==> config.mk <==
export PLATFORM = sky130hd
export DESIGN_NAME = uart_rx_handler
export DESIGN_NICKNAME = d
export VERILOG_FILES = /design/src/rtl/uart_rx_handler.sv
export SDC_FILE = /design/constraint.sdc
export NUM_CORES = 1
export LEC_CHECK = 0
export CORE_MARGIN = 2
export CORE_UTILIZATION = 51
export DETAILED_ROUTE_END_ITERATION = 12
export PLACE_DENSITY = 0.73
export SYNTH_ARGS = -nofsm -noshare
export SYNTH_HDL_FRONTEND = slang
export SYNTH_SLANG_ARGS = --single-unit
==> constraint.sdc <==
create_clock -name clk -period 3.65 [get_ports clk]
set_input_delay 0.365 -clock clk [delete_from_list [all_inputs] [get_ports clk]]
set_output_delay 0.365 -clock clk [all_outputs]
set_load 0.05 [all_outputs]
==> src/rtl/uart_rx_handler.sv <==
// uart_rx_handler: buffers single-cycle byte strobes from the UART RX PHY in a
// circular FIFO and presents them on an AXI-Stream master port. Bytes that
// arrive with a framing error, or while the FIFO is full and not draining,
// are dropped and counted in saturating statistics counters.
module uart_rx_handler #(
   parameter int FIFO_DEPTH = 16,
   parameter int CNT_W      = 16
) (
   input  logic                          clk,
   input  logic                          rst_n,
   input  logic                          rx_byte_valid,
   input  logic [7:0]                    rx_byte_data,
   input  logic                          rx_frame_err,
   output logic [7:0]                    m_axis_tdata,
   output logic                          m_axis_tvalid,
   input  logic                          m_axis_tready,
   output logic [$clog2(FIFO_DEPTH):0]   fifo_level,
   output logic                          overflow_sticky,
   output logic [CNT_W-1:0]              overflow_cnt,
   output logic [CNT_W-1:0]              frame_err_cnt,
   input  logic                          clear_stats
);

   localparam int AW = $clog2(FIFO_DEPTH);
   localparam int LW = AW + 1;
   localparam logic [LW-1:0] FULL_LEVEL = LW'(FIFO_DEPTH);

   logic [7:0]       mem [FIFO_DEPTH];
   logic [AW-1:0]    wr_ptr;
   logic [AW-1:0]    rd_ptr;
   logic [LW-1:0]    level_q;
   logic [LW-1:0]    level_next;
   logic             tvalid_q;
   logic             full;
   logic             push;
   logic             pop;
   logic             frame_evt;
   logic             ovf_evt;

   // Saturating increment with clear; an event in the clear cycle leaves the count at 1.
   function automatic logic [CNT_W-1:0] stat_next(input logic [CNT_W-1:0] cnt,
                                                   input logic             evt,
                                                   input logic             clr);
      logic [CNT_W-1:0] base;
      base = clr ? '0 : cnt;
      if (evt && (base != '1)) begin
         return base + 1'b1;
      end
      return base;
   endfunction

   // Handshake decode and next occupancy; a frame error outranks the full check.
   always_comb begin
      // NOTE: every signal written here gets a default first, so no path can infer a latch.
      level_next = level_q;
      full       = (level_q == FULL_LEVEL);
      pop        = tvalid_q & m_axis_tready;
      frame_evt  = rx_byte_valid & rx_frame_err;
      push       = rx_byte_valid & ~rx_frame_err & (~full | pop);
      ovf_evt    = rx_byte_valid & ~rx_frame_err & full & ~pop;
      case ({push, pop})
         2'b10:   level_next = level_q + 1'b1;
         2'b01:   level_next = level_q - 1'b1;
         default: level_next = level_q;
      endcase
   end

   // Byte storage; written only on an accepted push.
   // NOTE: storage has no reset: its contents are don't-care until the level says otherwise.
   always_ff @(posedge clk) begin
      if (push) begin
         mem[wr_ptr] <= rx_byte_data;
      end
   end

   // Pointers, occupancy and the registered tvalid that tracks it.
   always_ff @(posedge clk or negedge rst_n) begin
      if (!rst_n) begin
         // NOTE: state registers use non-blocking assignment so every flop samples pre-edge values.
         wr_ptr   <= '0;
         rd_ptr   <= '0;
         level_q  <= '0;
         tvalid_q <= 1'b0;
      end else begin
         if (push) begin
            wr_ptr <= wr_ptr + 1'b1;
         end
         if (pop) begin
            rd_ptr <= rd_ptr + 1'b1;
         end
         level_q  <= level_next;
         tvalid_q <= (level_next != '0);
      end
   end

   // Drop statistics: saturating counters plus the overflow sticky bit.
   always_ff @(posedge clk or negedge rst_n) begin
      if (!rst_n) begin
         overflow_cnt    <= '0;
         frame_err_cnt   <= '0;
         overflow_sticky <= 1'b0;
      end else begin
         overflow_cnt    <= stat_next(overflow_cnt, ovf_evt, clear_stats);
         frame_err_cnt   <= stat_next(frame_err_cnt, frame_evt, clear_stats);
         overflow_sticky <= ovf_evt | (overflow_sticky & ~clear_stats);
      end
   end

   assign m_axis_tdata  = mem[rd_ptr];
   assign m_axis_tvalid = tvalid_q;
   assign fifo_level    = level_q;

endmodule

### After elaboration in Yosys (flattened, before gate mapping)

Memories as Yosys holds them, arrays and structs flattened.
Index checks and enable logic that the tools add are counted.

| word-level totals | value |
|---|---|
| register bits after elaboration | 47 |
| RAM bits | 128 |
| input port bits | 14 |
| output and inout bits | 47 |
| word-level logic and storage cells | 46 |
| memories | 1 |

| operators by class | value |
|---|---|
| add/subtract/negate cells | 6 |
| equality and inequality tests | 5 |
| mux-type cells | 11 |
| bitwise operators | 13 |
| reduce and logical (&&, ||, !) cells | 3 |

Memories:

| memory | words | width | rd ports | clocked after Yosys merged registers in | wr ports | line | text |
|---|---|---|---|---|---|---|---|
| mem | 16 | 8 | 1 | 0 | 1 | 28 | `logic [7:0] mem [FIFO_DEPTH];` |

Operator list:

| kind | number |
|---|---|
| $mux 16 | 6 |
| $add 16x1->16 const B | 2 |
| $ne 16x16->1 const B | 2 |
| $pmux 5 s2 | 1 |
| $add 4x1->4 const B | 2 |
| $and 1x1->1 | 7 |
| $add 5x1->5 const B | 1 |
| $eq 5x5->1 const B | 1 |
| $reduce_bool 5->1 | 1 |
| $sub 5x1->5 const B | 1 |
| $mux 1 | 4 |
| $not 1->1 | 4 |
| $eq 2x1->1 const B | 1 |
| $eq 2x2->1 const B | 1 |
| $logic_and 1x1->1 | 2 |
| $or 1x1->1 | 2 |

### Logic depth before layout (Yosys ltp)

| logic depth | value |
|---|---|
| word-level depth | 7 |
| depth in mapped cells | 13 |
| gate-level depth less buffers | 11 |

### Least setup slack after synthesis

No wires, ideal clock.

| path | value |
|---|---|
| path kind | register -> register |
| start point | register level_q[2] (netlist: fifo_level[2]) |
| end point | register tvalid_q (netlist: m_axis_tvalid) |
| library setup time | 0.146 ns |
| arrival | 3.451 ns |
| required time | 3.504 ns |
| path slack | 0.053 ns |
| stages on the path, launching flop included | 14 |
| path buffers | 2 |
| period minus slack after synthesis | 3.597 ns |
| cells stage by stage | dfrtp_1 clkbuf_1 a2111oi_4 a21boi_1 inv_1 ha_1 clkbuf_1 xor2_1 ha_1 a21oi_1 xor2_1 nor2_1 xor2_1 or4b_2 |

| between the ends | value |
|---|---|
| cells in the longest elaborated chain, start to end | 7 |
| elaborated cells between the ends (all ways) | 10 |
| classes of those cells | add/sub (2); eq/ne (3); mux (1); bitwise (3); reduce/logical (1) |

Ends and longest elaborated chain:

| item | line | text |
|---|---|---|
| start, declared | 31 | `logic [LW-1:0] level_q;` |
| start signal, assigned | 91 | `level_q <= level_next;` |
| $eq 5x5->1 | 56 | `full = (level_q == FULL_LEVEL);` |
| $not 1->1 | 59 | `push = rx_byte_valid & ~rx_frame_err & (~full \| pop);` |
| $or 1x1->1 | 59 |  |
| $and 1x1->1 | 59 |  |
| $eq 2x1->1 or $eq 2x2->1 (tied branches) | 61 | `case ({push, pop})` |
| $pmux 5 s2 (*) | 61 |  |
| named net level_next[2] | 32 | `logic [LW-1:0] level_next;` |
| $reduce_bool 5->1 (*) | 92 | `tvalid_q <= (level_next != '0);` |
| end signal, assigned | 92 |  |
| end, declared | 33 | `logic tvalid_q;` |

The timed path passes the listed nets; every way through them passes the cells marked *.
A chain may end at the register's enable or synchronous reset.

### Worst setup path in the final report

| path | value |
|---|---|
| start point | register rd_ptr[0] |
| end point | output m_axis_tdata[3] |

| between the ends | value |
|---|---|
| cells in the longest elaborated chain, start to end | 1 |

Ends and longest elaborated chain:

| item | line | text |
|---|---|---|
| start, declared | 30 | `logic [AW-1:0] rd_ptr;` |
| start signal, assigned | 89 | `rd_ptr <= rd_ptr + 1'b1;` |
| $mem_v2 16x8 | - |  |
| end, declared | 14 | `output logic [7:0] m_axis_tdata,` |

No other way between the ends.

==> results.md <==
- Walking the worst path, the cells encountered are buf_12 > mux4_2 > mux4_2 > clkdlybuf4s50_1.
- Once detail routing completed, the nets flagged for antenna violations numbered 0.
- The share of the synthesized area in the top cell type is 0.505.
- STA puts the critical path data required time at 3280 ps.
- In this run the horizontal extent of the chip is 126 um.
- Setup violations remaining at the end of the flow were counted as 0.
- The max-slew violation total from the final report is 0.
- The instance count of the mapped netlist is 469.
- After layout, the minimum clock period comes to 3440 ps.
- The leftover overflow at the end of global routing is 0.
- The fraction of final layout cells sized beyond drive strength 1 is 0.186.
- By startpoint and endpoint, the worst setup path is classified as flop to output pin.
- The element type at the critical path end is an output pin.
- The first-iteration detailed-routing DRC count is 441.
- The count of fill cells added during filler insertion is 1073.
- Clock tree synthesis found a total of 175 sinks.
- The worst setup path is launched from a flop.
- The total of warnings raised by yosys is 0.
- In this run, synthesis inferred 128 flip-flops with an integrated enable.
- The initial standard-cell utilization of the core is 0.523.
- The first-pass GRT wire length is 24000 um.
- At the later pin of the worst-skew pair, clock insertion delay measures 420 ps.
- The reported max-cap violation count is 0.
- At the end of the flow, the number of nets in the layout was 570.
- The distinct cell type count after synthesis is 51.
- The internal power component is 0.00406 W.
- The mapped netlist covers 7610 um^2.
- The dominant cell type by count on the critical path is sky130_fd_sc_hd__mux4_2.
- After detailed routing, the total wire length is 14900 um.
- The sequential group share of total power is 0.413.
- The CTS buffer count is 17.
- The most used flip-flop cell after synthesis is sky130_fd_sc_hd__edfxtp_1.
- The share of total power in combinational logic is 0.321.
- For the final routed database, the setup TNS stands at 0 ps.
- The worst hold path belongs to the class input port to async pin.
- Setup repair after global routing left no endpoint under its margin.
- The leakage component of the power is 3.08 nW.
- The number of synthesized register bits is 175.
- The switching share of power is 0.331.
- The number of primary I/O pins is 61.
- The analysis attributes to net switching a power of 0.00201 W.
- Grouping stages by cell kind, the critical path spends the most delay in multiplexers.
- The flow ran to the end, and the final reports show no timing, DRC or antenna violations.
- For this run, the number of standard cells in the final layout without fillers is 743.
- The average wire per standard cell is 20.1 um.
- Detailed routing inserted a total of 4266 vias.
- On the worst path, the slowest cell contributes a delay of 720 ps.
- The core region is 14500 um^2.
- When the netlist entered floorplanning its net count stood at 493.
- For this run, design rule violations remaining after detail routing come to 0.
- Each instance of the synthesized netlist takes up on average 16.2 um^2.
- The depth of the CTS H-tree is 4.
- The post-CTS resize count is 0.
- The total setup buffers inserted after CTS is 0.
- Routability-driven placement finished with a final weighted congestion of 0.835.
- The pre-antenna-repair detailed-routing pass consisted of 4 iterations.
- The highest clock frequency the design can meet is 0.291 GHz.
- Yosys attributes the largest share of cell area to sky130_fd_sc_hd__edfxtp_1 51%, sky130_fd_sc_hd__dfrtp_1 15%, sky130_fd_sc_hd__mux4_2 12%.
- Detailed placement finished with a half-perimeter wire length of 10100 um.
- The via density per instance is 5.74.
- The most frequent cell after synthesis is sky130_fd_sc_hd__edfxtp_1.
- The via count of the first global-routing pass is 4399.
- From synthesis to final layout, the design area changed by 18.7%.
- The portion of the post-synthesis area used by sequential elements is 0.660.
- The clock input transition at the sequential cells of the worst setup and hold paths is 60 ps.
- The cell taking the most area after synthesis is sky130_fd_sc_hd__edfxtp_1.
- In this run the power density over the cells is 673 nW/um^2.
- The floorplan has 44 rows.
- The post-cts hold buffer count is 0.
- The die covers 15900 um^2.
- The number of antenna violations at the first check in global routing is 0.
- The clock power share is 0.265.
- The root buffer cell chosen for the clock tree is sky130_fd_sc_hd__clkbuf_16.
- Counting both buffers and inverters, the worst setup path holds a total of 2.
- The die height is 126 um.
- The largest vdd supply drop is 0.416 mV.
- The final hold violation count is 0.
- In this run the deepest clock path goes through 2 buffers.
- Entering global routing, the biggest net connects 48 pins.
- The peak fanout along the critical path is 27.
- The normalized max-slew margin is 0.266.
- Clock skew on the completed layout was measured at 12.1 ps.
- The final clock period utilization by the worst path is 0.942.
- Counting tap cells, the placed design contains a total of 711 instances.
- Hold is met by 148 ps.
- Counting instances in the post-synthesis netlist gives the leading cell types as 128 x sky130_fd_sc_hd__edfxtp_1, 47 x sky130_fd_sc_hd__dfrtp_1, 40 x sky130_fd_sc_hd__mux4_2, 31 x sky130_fd_sc_hd__nor2_1, 27 x sky130_fd_sc_hd__xnor2_1.
- The slowest stage of the critical path is the sky130_fd_sc_hd__clkdlybuf4s50_1 cell.
- In this run the tool buffered the top-level ports with 60 buffer cells.
- The all-layer global routing usage is 0.201.
- The repair_antennas step left the layout with diodes totalling 0.
- The transition time at the pin with the least slew margin is 1100 ps.
- In the synthesized netlist the async set-or-reset flop fraction comes to 0.269.
- Data on the critical path arrives at its endpoint at 3080 ps.
- The TritonCTS clock tree is yes.
==> power by group through the flow <==
| stage | Sequential, W | Combinational, W | Clock [W] |
|---|---|---|---|
| after CTS | 0.00251 | 0.00197 | 0.00164 |
| after detailed placement | 0.00255 | 0.00197 | 0 |
| after floorplan | 0.00253 | 0.00141 | 0 |
| final | 0.00251 | 0.00195 | 0.00161 |
| after global routing | 0.00254 | 0.00207 | 0.00172 |
| after global placement | 0.00254 | 0.00191 | 0 |
==> metrics by stage <==
step           setup WS [ps]   util  area (um^2)  power (W)
3_3_place_gp             341  0.585         8500    0.00445
4_1_cts                  151  0.621         9030    0.00612
2_1_floorplan           53.1      -         7610    0.00394
5_1_grt                 88.0  0.621         9030    0.00632
6_report                 210  0.621         9030    0.00607
3_5_place_dp             231  0.585         8500    0.00452
==> cell usage in the layout, fill, tap and decap left out, drive strengths merged, types with 8 or more instances in the layout <==
master	instances
nand2b	14
nor3	11
nand3	11
ha	10
mux4	40
nand2	18
clkdlybuf4s50	59
edfxtp	128
nor2	31
nor2b	11
xor2	8
buf	20
clkbuf	23
dfrtp	47
inv	14
xnor2	27
==> routing by layer <==
layer,track usage,part of all wire,vias up
met5,0,0,-
li1,-,-,1970
met3,0.0472,0.051,6
met4,0.0640,0.0054,0
met1,0.277,0.43,2182
met2,0.320,0.52,108
==> cell families after synthesis <==
logic type                 synth area share
AOI/OAI and AO/OA                    0.0373
xor gates and xnor gates             0.0403
adders and majority gates            0.0165
buffers and inverters                0.0171
DFF                                   0.660
muxes                                 0.127
and+or+nand+nor                       0.102
==> sequential cells by signal (all words and copies together), names as in the netlist <==
name and flops:
fifo_level 5, rd_ptr 4, overflow_cnt 16, m_axis_tvalid 1
overflow_sticky 1, wr_ptr 4, frame_err_cnt 16, mem 128
==> final cells by class <==
class	count	area [um^2]	area share
clock buffers	23	458	0.0507
clock inverters	9	65.1	0.00721
inverters	12	45.0	0.00499
multi-input cells	261	2460	0.272
flip-flops and latches	175	5020	0.556
well taps	184	230	0.0255
repair buffers	79	751	0.0832
==> worst paths after layout <==
check                                      from         endpoint  slack [ps]  cells past startpoint
min in group clk                overflow_sticky  overflow_sticky         520                      2
worst max-delay path                  rd_ptr[0]  m_axis_tdata[3]         210                      4
worst max register to register    fifo_level[1]    m_axis_tvalid         630                     11
worst min-delay path                      rst_n    fifo_level[3]         150                      1
max in group asynchronous                 rst_n        rd_ptr[0]        2740                      1
worst min register to register  overflow_sticky  overflow_sticky         520                      2
No activity file was read; power rests on OpenSTA's default activity.
